File: src/rtl/load_store_unit_if.sv
// Request/response and memory-bus signals of the load/store unit.
// The unit itself binds to the slave modport; the core/memory side binds to master.
interface load_store_unit_if #(
    parameter int ADDR_WIDTH = 64,
    parameter int DATA_WIDTH = 64
);
    logic                  req_valid_in;
    logic                  req_ready_out;
    logic                  is_store_in;
    logic [2:0]            funct3_in;
    logic [ADDR_WIDTH-1:0] addr_in;
    logic [DATA_WIDTH-1:0] store_data_in;
    logic                  resp_valid_out;
    logic [DATA_WIDTH-1:0] load_data_out;
    logic                  error_out;
    logic [ADDR_WIDTH-1:0] mem_address_out;
    logic [DATA_WIDTH-1:0] mem_data_out;
    logic                  mem_writeEnable_out;
    logic                  mem_readEnable_out;
    logic [DATA_WIDTH-1:0] mem_data_in;

    modport slave (
        input  req_valid_in, is_store_in, funct3_in, addr_in, store_data_in, mem_data_in,
        output req_ready_out, resp_valid_out, load_data_out, error_out,
               mem_address_out, mem_data_out, mem_writeEnable_out, mem_readEnable_out
    );

    modport master (
        output req_valid_in, is_store_in, funct3_in, addr_in, store_data_in, mem_data_in,
        input  req_ready_out, resp_valid_out, load_data_out, error_out,
               mem_address_out, mem_data_out, mem_writeEnable_out, mem_readEnable_out
    );
endinterface

File: src/rtl/load_store_unit.sv
// Load/store unit driving a word-wide data memory; sub-word stores are read-modify-write.
// Define LSU_MISALIGN_CHECK_EN to reject misaligned accesses; otherwise the offset is masked to the access size.
module load_store_unit #(
    parameter int ADDR_WIDTH      = 64,
    parameter int DATA_WIDTH      = 64,
    parameter int WORD_BYTES_2POW = 3
) (
    input  logic             clk_in,
    input  logic             reset_n,
    load_store_unit_if.slave lsu
);
    localparam int OFF_W = WORD_BYTES_2POW;

    typedef enum logic [2:0] {
        IDLE,
        DECODE,
        READ,
        CAPTURE,
        WRITE,
        RESP
    } state_t;

    state_t                state_q;
    logic                  isStore_q;
    logic [2:0]            funct3_q;
    logic [ADDR_WIDTH-1:0] addr_q;
    logic [DATA_WIDTH-1:0] storeData_q;
    logic                  reqReady_q;
    logic                  respValid_q;
    logic                  error_q;
    logic                  memWe_q;
    logic                  memRe_q;
    logic [DATA_WIDTH-1:0] loadData_q;
    logic [DATA_WIDTH-1:0] memData_q;
    logic [ADDR_WIDTH-1:0] memAddr_q;

    logic [OFF_W-1:0]      sizeMask_d;
    logic [OFF_W-1:0]      offset_d;
    logic                  illegal_d;
    logic                  error_d;
    logic                  isDouble_d;
    logic [ADDR_WIDTH-1:0] wordAddr_d;
    logic [DATA_WIDTH-1:0] shifted_d;
    logic [DATA_WIDTH-1:0] loadResult_d;
    logic [DATA_WIDTH-1:0] laneMask_d;
    logic [DATA_WIDTH-1:0] mergedWord_d;

    // Decode, lane extraction and store merge all work off the latched request fields.
    always_comb begin
        sizeMask_d = OFF_W'((1 << funct3_q[1:0]) - 1);
        illegal_d  = isStore_q ? funct3_q[2] : (funct3_q == 3'b111);
`ifdef LSU_MISALIGN_CHECK_EN
        error_d    = illegal_d | (|(addr_q[OFF_W-1:0] & sizeMask_d));
        offset_d   = addr_q[OFF_W-1:0];
`else
        error_d    = illegal_d;
        offset_d   = addr_q[OFF_W-1:0] & ~sizeMask_d;
`endif
        isDouble_d = (funct3_q[1:0] == 2'b11);
        wordAddr_d = {addr_q[ADDR_WIDTH-1:OFF_W], {OFF_W{1'b0}}};
        shifted_d  = lsu.mem_data_in >> {offset_d, 3'b000};

        loadResult_d = shifted_d;
        case (funct3_q[1:0])
            2'b00:   loadResult_d = {{(DATA_WIDTH-8){~funct3_q[2] & shifted_d[7]}}, shifted_d[7:0]};
            2'b01:   loadResult_d = {{(DATA_WIDTH-16){~funct3_q[2] & shifted_d[15]}}, shifted_d[15:0]};
            2'b10:   loadResult_d = {{(DATA_WIDTH-32){~funct3_q[2] & shifted_d[31]}}, shifted_d[31:0]};
            default: loadResult_d = shifted_d;
        endcase

        laneMask_d   = {DATA_WIDTH{1'b1}} >> (DATA_WIDTH - (8 << funct3_q[1:0]));
        laneMask_d   = laneMask_d << {offset_d, 3'b000};
        mergedWord_d = (lsu.mem_data_in & ~laneMask_d)
                     | ((storeData_q << {offset_d, 3'b000}) & laneMask_d);
    end

    always_ff @(posedge clk_in or negedge reset_n) begin
        if (!reset_n) begin
            state_q     <= IDLE;
            isStore_q   <= 1'b0;
            funct3_q    <= 3'b000;
            addr_q      <= '0;
            storeData_q <= '0;
            reqReady_q  <= 1'b1;
            respValid_q <= 1'b0;
            error_q     <= 1'b0;
            memWe_q     <= 1'b0;
            memRe_q     <= 1'b0;
            loadData_q  <= '0;
            memData_q   <= '0;
            memAddr_q   <= '0;
        end else begin
            respValid_q <= 1'b0;
            memWe_q     <= 1'b0;
            case (state_q)
                IDLE: begin
                    if (lsu.req_valid_in && reqReady_q) begin
                        isStore_q   <= lsu.is_store_in;
                        funct3_q    <= lsu.funct3_in;
                        addr_q      <= lsu.addr_in;
                        storeData_q <= lsu.store_data_in;
                        reqReady_q  <= 1'b0;
                        state_q     <= DECODE;
                    end
                end
                DECODE: begin
                    if (error_d) begin
                        error_q     <= 1'b1;
                        respValid_q <= 1'b1;
                        state_q     <= RESP;
                    end else if (isStore_q && isDouble_d) begin
                        memAddr_q <= wordAddr_d;
                        memData_q <= storeData_q;
                        memWe_q   <= 1'b1;
                        state_q   <= WRITE;
                    end else begin
                        memAddr_q <= wordAddr_d;
                        memRe_q   <= 1'b1;
                        state_q   <= READ;
                    end
                end
                READ: begin
                    state_q <= CAPTURE;
                end
                // Read data is valid at the end of CAPTURE; merge or extract straight from the bus.
                CAPTURE: begin
                    memRe_q <= 1'b0;
                    if (isStore_q) begin
                        memData_q <= mergedWord_d;
                        memWe_q   <= 1'b1;
                        state_q   <= WRITE;
                    end else begin
                        loadData_q  <= loadResult_d;
                        respValid_q <= 1'b1;
                        state_q     <= RESP;
                    end
                end
                WRITE: begin
                    respValid_q <= 1'b1;
                    state_q     <= RESP;
                end
                RESP: begin
                    error_q    <= 1'b0;
                    loadData_q <= '0;
                    reqReady_q <= 1'b1;
                    state_q    <= IDLE;
                end
                default: begin
                    reqReady_q <= 1'b1;
                    state_q    <= IDLE;
                end
            endcase
        end
    end

    assign lsu.req_ready_out       = reqReady_q;
    assign lsu.resp_valid_out      = respValid_q;
    assign lsu.load_data_out       = loadData_q;
    assign lsu.error_out           = error_q;
    assign lsu.mem_address_out     = memAddr_q;
    assign lsu.mem_data_out        = memData_q;
    assign lsu.mem_writeEnable_out = memWe_q;
    assign lsu.mem_readEnable_out  = memRe_q;
endmodule

File: src/flat_wrapper.sv
// flat-port wrapper written by rule: the top's interface ports become plain ports
module load_store_unit_flat 
#(
    parameter int ADDR_WIDTH      = 64,
    parameter int DATA_WIDTH      = 64,
    parameter int WORD_BYTES_2POW = 3
)
  (clk_in, reset_n, lsu_req_valid_in, lsu_is_store_in, lsu_funct3_in, lsu_addr_in, lsu_store_data_in, lsu_mem_data_in, lsu_req_ready_out, lsu_resp_valid_out, lsu_load_data_out, lsu_error_out, lsu_mem_address_out, lsu_mem_data_out, lsu_mem_writeEnable_out, lsu_mem_readEnable_out);
  load_store_unit_if #(.ADDR_WIDTH(ADDR_WIDTH), .DATA_WIDTH(DATA_WIDTH)) lsu_i ();
  input  logic clk_in;
  input  logic reset_n;
  input wire logic [$bits(lsu_i.req_valid_in)-1:0] lsu_req_valid_in;
  input wire logic [$bits(lsu_i.is_store_in)-1:0] lsu_is_store_in;
  input wire logic [$bits(lsu_i.funct3_in)-1:0] lsu_funct3_in;
  input wire logic [$bits(lsu_i.addr_in)-1:0] lsu_addr_in;
  input wire logic [$bits(lsu_i.store_data_in)-1:0] lsu_store_data_in;
  input wire logic [$bits(lsu_i.mem_data_in)-1:0] lsu_mem_data_in;
  output wire logic [$bits(lsu_i.req_ready_out)-1:0] lsu_req_ready_out;
  output wire logic [$bits(lsu_i.resp_valid_out)-1:0] lsu_resp_valid_out;
  output wire logic [$bits(lsu_i.load_data_out)-1:0] lsu_load_data_out;
  output wire logic [$bits(lsu_i.error_out)-1:0] lsu_error_out;
  output wire logic [$bits(lsu_i.mem_address_out)-1:0] lsu_mem_address_out;
  output wire logic [$bits(lsu_i.mem_data_out)-1:0] lsu_mem_data_out;
  output wire logic [$bits(lsu_i.mem_writeEnable_out)-1:0] lsu_mem_writeEnable_out;
  output wire logic [$bits(lsu_i.mem_readEnable_out)-1:0] lsu_mem_readEnable_out;
  assign lsu_i.req_valid_in = lsu_req_valid_in;
  assign lsu_i.is_store_in = lsu_is_store_in;
  assign lsu_i.funct3_in = lsu_funct3_in;
  assign lsu_i.addr_in = lsu_addr_in;
  assign lsu_i.store_data_in = lsu_store_data_in;
  assign lsu_i.mem_data_in = lsu_mem_data_in;
  assign lsu_req_ready_out = lsu_i.req_ready_out;
  assign lsu_resp_valid_out = lsu_i.resp_valid_out;
  assign lsu_load_data_out = lsu_i.load_data_out;
  assign lsu_error_out = lsu_i.error_out;
  assign lsu_mem_address_out = lsu_i.mem_address_out;
  assign lsu_mem_data_out = lsu_i.mem_data_out;
  assign lsu_mem_writeEnable_out = lsu_i.mem_writeEnable_out;
  assign lsu_mem_readEnable_out = lsu_i.mem_readEnable_out;
  load_store_unit #(.ADDR_WIDTH(ADDR_WIDTH), .DATA_WIDTH(DATA_WIDTH), .WORD_BYTES_2POW(WORD_BYTES_2POW)) u_core (.clk_in(clk_in), .reset_n(reset_n), .lsu(lsu_i));
endmodule
File: config.mk
export PLATFORM = sky130hd
export DESIGN_NAME = load_store_unit_flat
export DESIGN_NICKNAME = d
export VERILOG_FILES = /design/src/rtl/load_store_unit_if.sv /design/src/rtl/load_store_unit.sv /design/src/flat_wrapper.sv
export SDC_FILE = /design/constraint.sdc
export NUM_CORES = 1
export LEC_CHECK = 0
export ABC_AREA = 0
export BUFFER_PORTS_ARGS = -buffer_cell sky130_fd_sc_hd__buf_2
export CORE_UTILIZATION = 43
export CTS_CLUSTER_DIAMETER = 200
export CTS_CLUSTER_SIZE = 12
export DETAILED_ROUTE_END_ITERATION = 10
export GPL_TIMING_DRIVEN = 1
export PLACE_DENSITY = 0.68
export SKIP_CTS_REPAIR_TIMING = 1
export SLEW_MARGIN = 20
export SYNTH_ARGS = -nofsm -noshare
export SYNTH_HDL_FRONTEND = slang
export SYNTH_SLANG_ARGS = --single-unit
File: constraint.sdc
create_clock -name clk_in -period 6.54 [get_ports clk_in]
set_input_delay 1.308 -clock clk_in [delete_from_list [all_inputs] [get_ports clk_in]]
set_output_delay 1.308 -clock clk_in [all_outputs]
set_load 0.05 [all_outputs]
==> summary.txt <==
CTS root buf = clkbuf_16
Die Wd = 198 um
Post-synth EDFFs = 0
Met3 WL = 6460 um
Sequential cell area fraction in the yosys report = 0.497
GPL Wtd Cong = 0.946
Multi-input logic area = 7660 sq um
Initial antenna violation count = 14
Average size of a mapped cell = 10.9 sq um
FF-to-FF setup slack = 2.39 ns
Clock latency on the worst-skew pair = 0.62 ns
Vias = 14,300
TritonRoute pass-1 iters = 8
Hold wc startpoint = u_core.lsu.mem_data_out[6]
Total Wirelength = 59,700 um
Worst EP arrival = 4.65 ns
Die area = 39,300 sq um
Vias per Instance = 6.04
Post-route ant nets = 0
Largest area contributor in the netlist = dfrtp_1
Worst setup EP type = flip-flop
Area contributors post-synth = dfrtp_1 50%, mux2_2 12%, a21oi_1 4.5%
Drt first-iter violations = 1,645
#FFs+latches synth = 329
Port bufs = 392
Post-synth top area share = 0.496
TritonCTS clock tree = yes
Critical path type = reg -> reg
Max-slew violations = 0
Final setup vio count = 0
Max Root-Sink Buffers = 3
Gr usage total = 0.302
Area post-placement = 18,800 sq um
Tcrit/Tclk final = 0.635
Wire length on met2 = 27,200 um
Ys async rst share = 1.00
Fin nets = 2,026
Skew final = 0.0310 ns
Largest net degree at the start of global routing = 144
Worst endpoint required time = 7.04 ns
Minimum clock period = 4.15 ns
Met1 Wirelength = 23,500 um
P_leak = 9.03 nW
Post-Place Worst Slack = 2.53 ns
Max IR drop VDD = 373 uV
Hold Path Sink = u_core.lsu.mem_data_out[6]
F_max = 241 MHz
Max Used Layer = met5
Pwr/cell area = 640 nW/um^2
Final hold violation count = 0
Worst Setup Start Kind = flip-flop
Num CTS Buffers = 31
Crit-path slowest cell = nor2b_1
Final instance area = 19,600 sq um
Vias in the first global route = 13,900
R2R Path Start = u_core.funct3_q[1]
Hold crit path type = reg -> reg
Wirelength per Cell = 25.3 um
RSZ-0062 raised after global routing = no
Core area = 37,800 sq um
FF-to-FF End = u_core.lsu.load_data_out[12]
Worst hold slack = 0.478 ns
Area Overhead vs Synth = 18.6%
Relative max-transition margin = 0.267
Io pins = 396
Seq. cell area = 8230 sq um
Crit path max fanout = 36
Cell breakdown of the critical path = nor2b_1 -> o21ai_0 -> a222oi_1 -> o211ai_4 -> o211ai_1
Placement row count = 71
Clock sink count = 329
Worst path max stage delay = 0.96 ns
Worst R2R Path Depth = 5
Worst-Margin Slew = 1.09 ns
Layout cell share with drive strength beyond 1 = 0.369
Final Util = 0.520
Gr ovfl total = 0
Primary FF master, synth = dfrtp_1
Critical path's top delay family = compound AO/OA/AOI/OAI gates
# fillers = 3,443
Synth Instances = 1,513
Status = completed
Post-route setup slack = 2.39 ns
Die H = 198 um
Starting Density = 0.439
Sum Neg Setup Slack = 0 ns
WP buf/inv = 0
DRC = 0
Unique cell type count in the Yosys netlist = 77
First-pass GRT wire length = 88,300 um
H-Tree Depth = 1
Syn. warnings = 0
Hold path depth = 2
Syn Std Cell Area = 16,600 sq um
DPL Wire Length = 42,300 um
MaxCap Viol Count = 0
Worst-path clk slew = 0.07 ns
per-layer routing:
metal | global-route usage | vias to the layer above
met5 | 0 | -
met4 | 0.113 | 14
met3 | 0.0879 | 162
met2 | 0.478 | 836
met1 | 0.390 | 6995
li1 | - | 6250
placed cells by master (no fill, tap or decap), drive strengths merged, types with 5 or more instances in the layout:
cell	count
buf	414
dfrtp	328
mux2	188
a21oi	150
nor2	122
nand2	81
mux2i	64
o21ai	62
a31oi	48
clkbuf	45
nand3	34
a221oi	24
mux4	21
inv	20
o22ai	18
a211oi	17
and3	17
nand2b	12
nor3	10
o22a	9
a22o	9
a21o	9
o211ai	9
a32oi	8
a221o	8
nor2b	8
diode	7
o31ai	7
nor4bb	7
o221ai	6
or3	6
o2bb2ai	6
nor4	6
o21a	5
a222oi	5
worst register-to-register path: stages, from the launching register on:
cell and delay, ns:
dfrtp_1 0.75, nor2b_1 0.96, o21ai_0 0.62, a222oi_1 0.91, o211ai_4 0.48, o211ai_1 0.34
layout make-up:
cell class / instances / area share
Timing Repair Buffer: 414 / 0.110
Tap cell: 511 / 0.0326
Clock buffer: 45 / 0.0422
Multi-Input combinational cell: 1032 / 0.390
Inverter: 19 / 0.00363
Sequential cell: 329 / 0.419
Clock inverter: 2 / 0.00147
Antenna cell: 7 / 0.000892
cell usage after synthesis (9+ instances only):
cell,count
dfrtp_1,328
mux2_2,182
a21oi_1,150
nor2_1,122
nand2_1,81
clkbuf_1,67
mux2i_1,64
o21ai_0,57
a31oi_1,48
buf_2,41
nand3_1,34
a221oi_1,24
mux4_2,21
inv_1,18
o22ai_1,18
a211oi_1,17
and3_1,17
nand2b_1,12
buf_6,10
nor3_1,10
a21o_1,9
a22o_1,9
buf_1,9
o22a_1,9
worst max path at each step:
stage / from / end / slack [ns] / cells after the start
after floorplan: lsu_mem_data_in[63] / u_core.lsu.load_data_out[21] / 3.66 / 6
after global placement: u_core.funct3_q[1] / u_core.lsu.load_data_out[15] / 2.69 / 5
after detailed placement: u_core.funct3_q[1] / u_core.lsu.load_data_out[15] / 2.53 / 5
after CTS: u_core.funct3_q[1] / u_core.lsu.load_data_out[13] / 2.54 / 5
after global routing: u_core.funct3_q[1] / u_core.lsu.load_data_out[13] / 2.12 / 5
final: u_core.funct3_q[1] / u_core.lsu.load_data_out[12] / 2.39 / 5
registers in the layout, indices dropped and copies added, names as in the netlist, 3 cells and up:
signal,cells
u_core.lsu.load_data_out,64
u_core.lsu.mem_data_out,64
u_core.storeData_q,64
u_core.funct3_q,3
u_core.lsu.mem_address_out,61
u_core.addr_q,64
u_core.state_q,3
cells by family after synthesis:
logic type,after synthesis,synth area share
AOI/OAI and AO/OA,430,0.170
DFF,329,0.497
and+or+nand+nor,326,0.0935
muxes,273,0.195
buffers and inverters,154,0.0444
other,1,0.000226
stage by stage:
stage,instances,power [mW]
4_1_cts,2352,12.6
3_5_place_dp,2305,10.9
5_1_grt,2352,13.2
3_3_place_gp,2305,10.7
2_1_floorplan,1515,8.99
6_report,2359,12.6
where the power goes:
part | internal, mW | total [mW] | switching, mW
logic | 2.26 | 6.92 | 4.66
registers | 3.05 | 4.00 | 0.956
clock network | 0.869 | 1.66 | 0.786
total | 6.17 | 12.6 | 6.40
No activity file was read; power rests on OpenSTA's default activity.
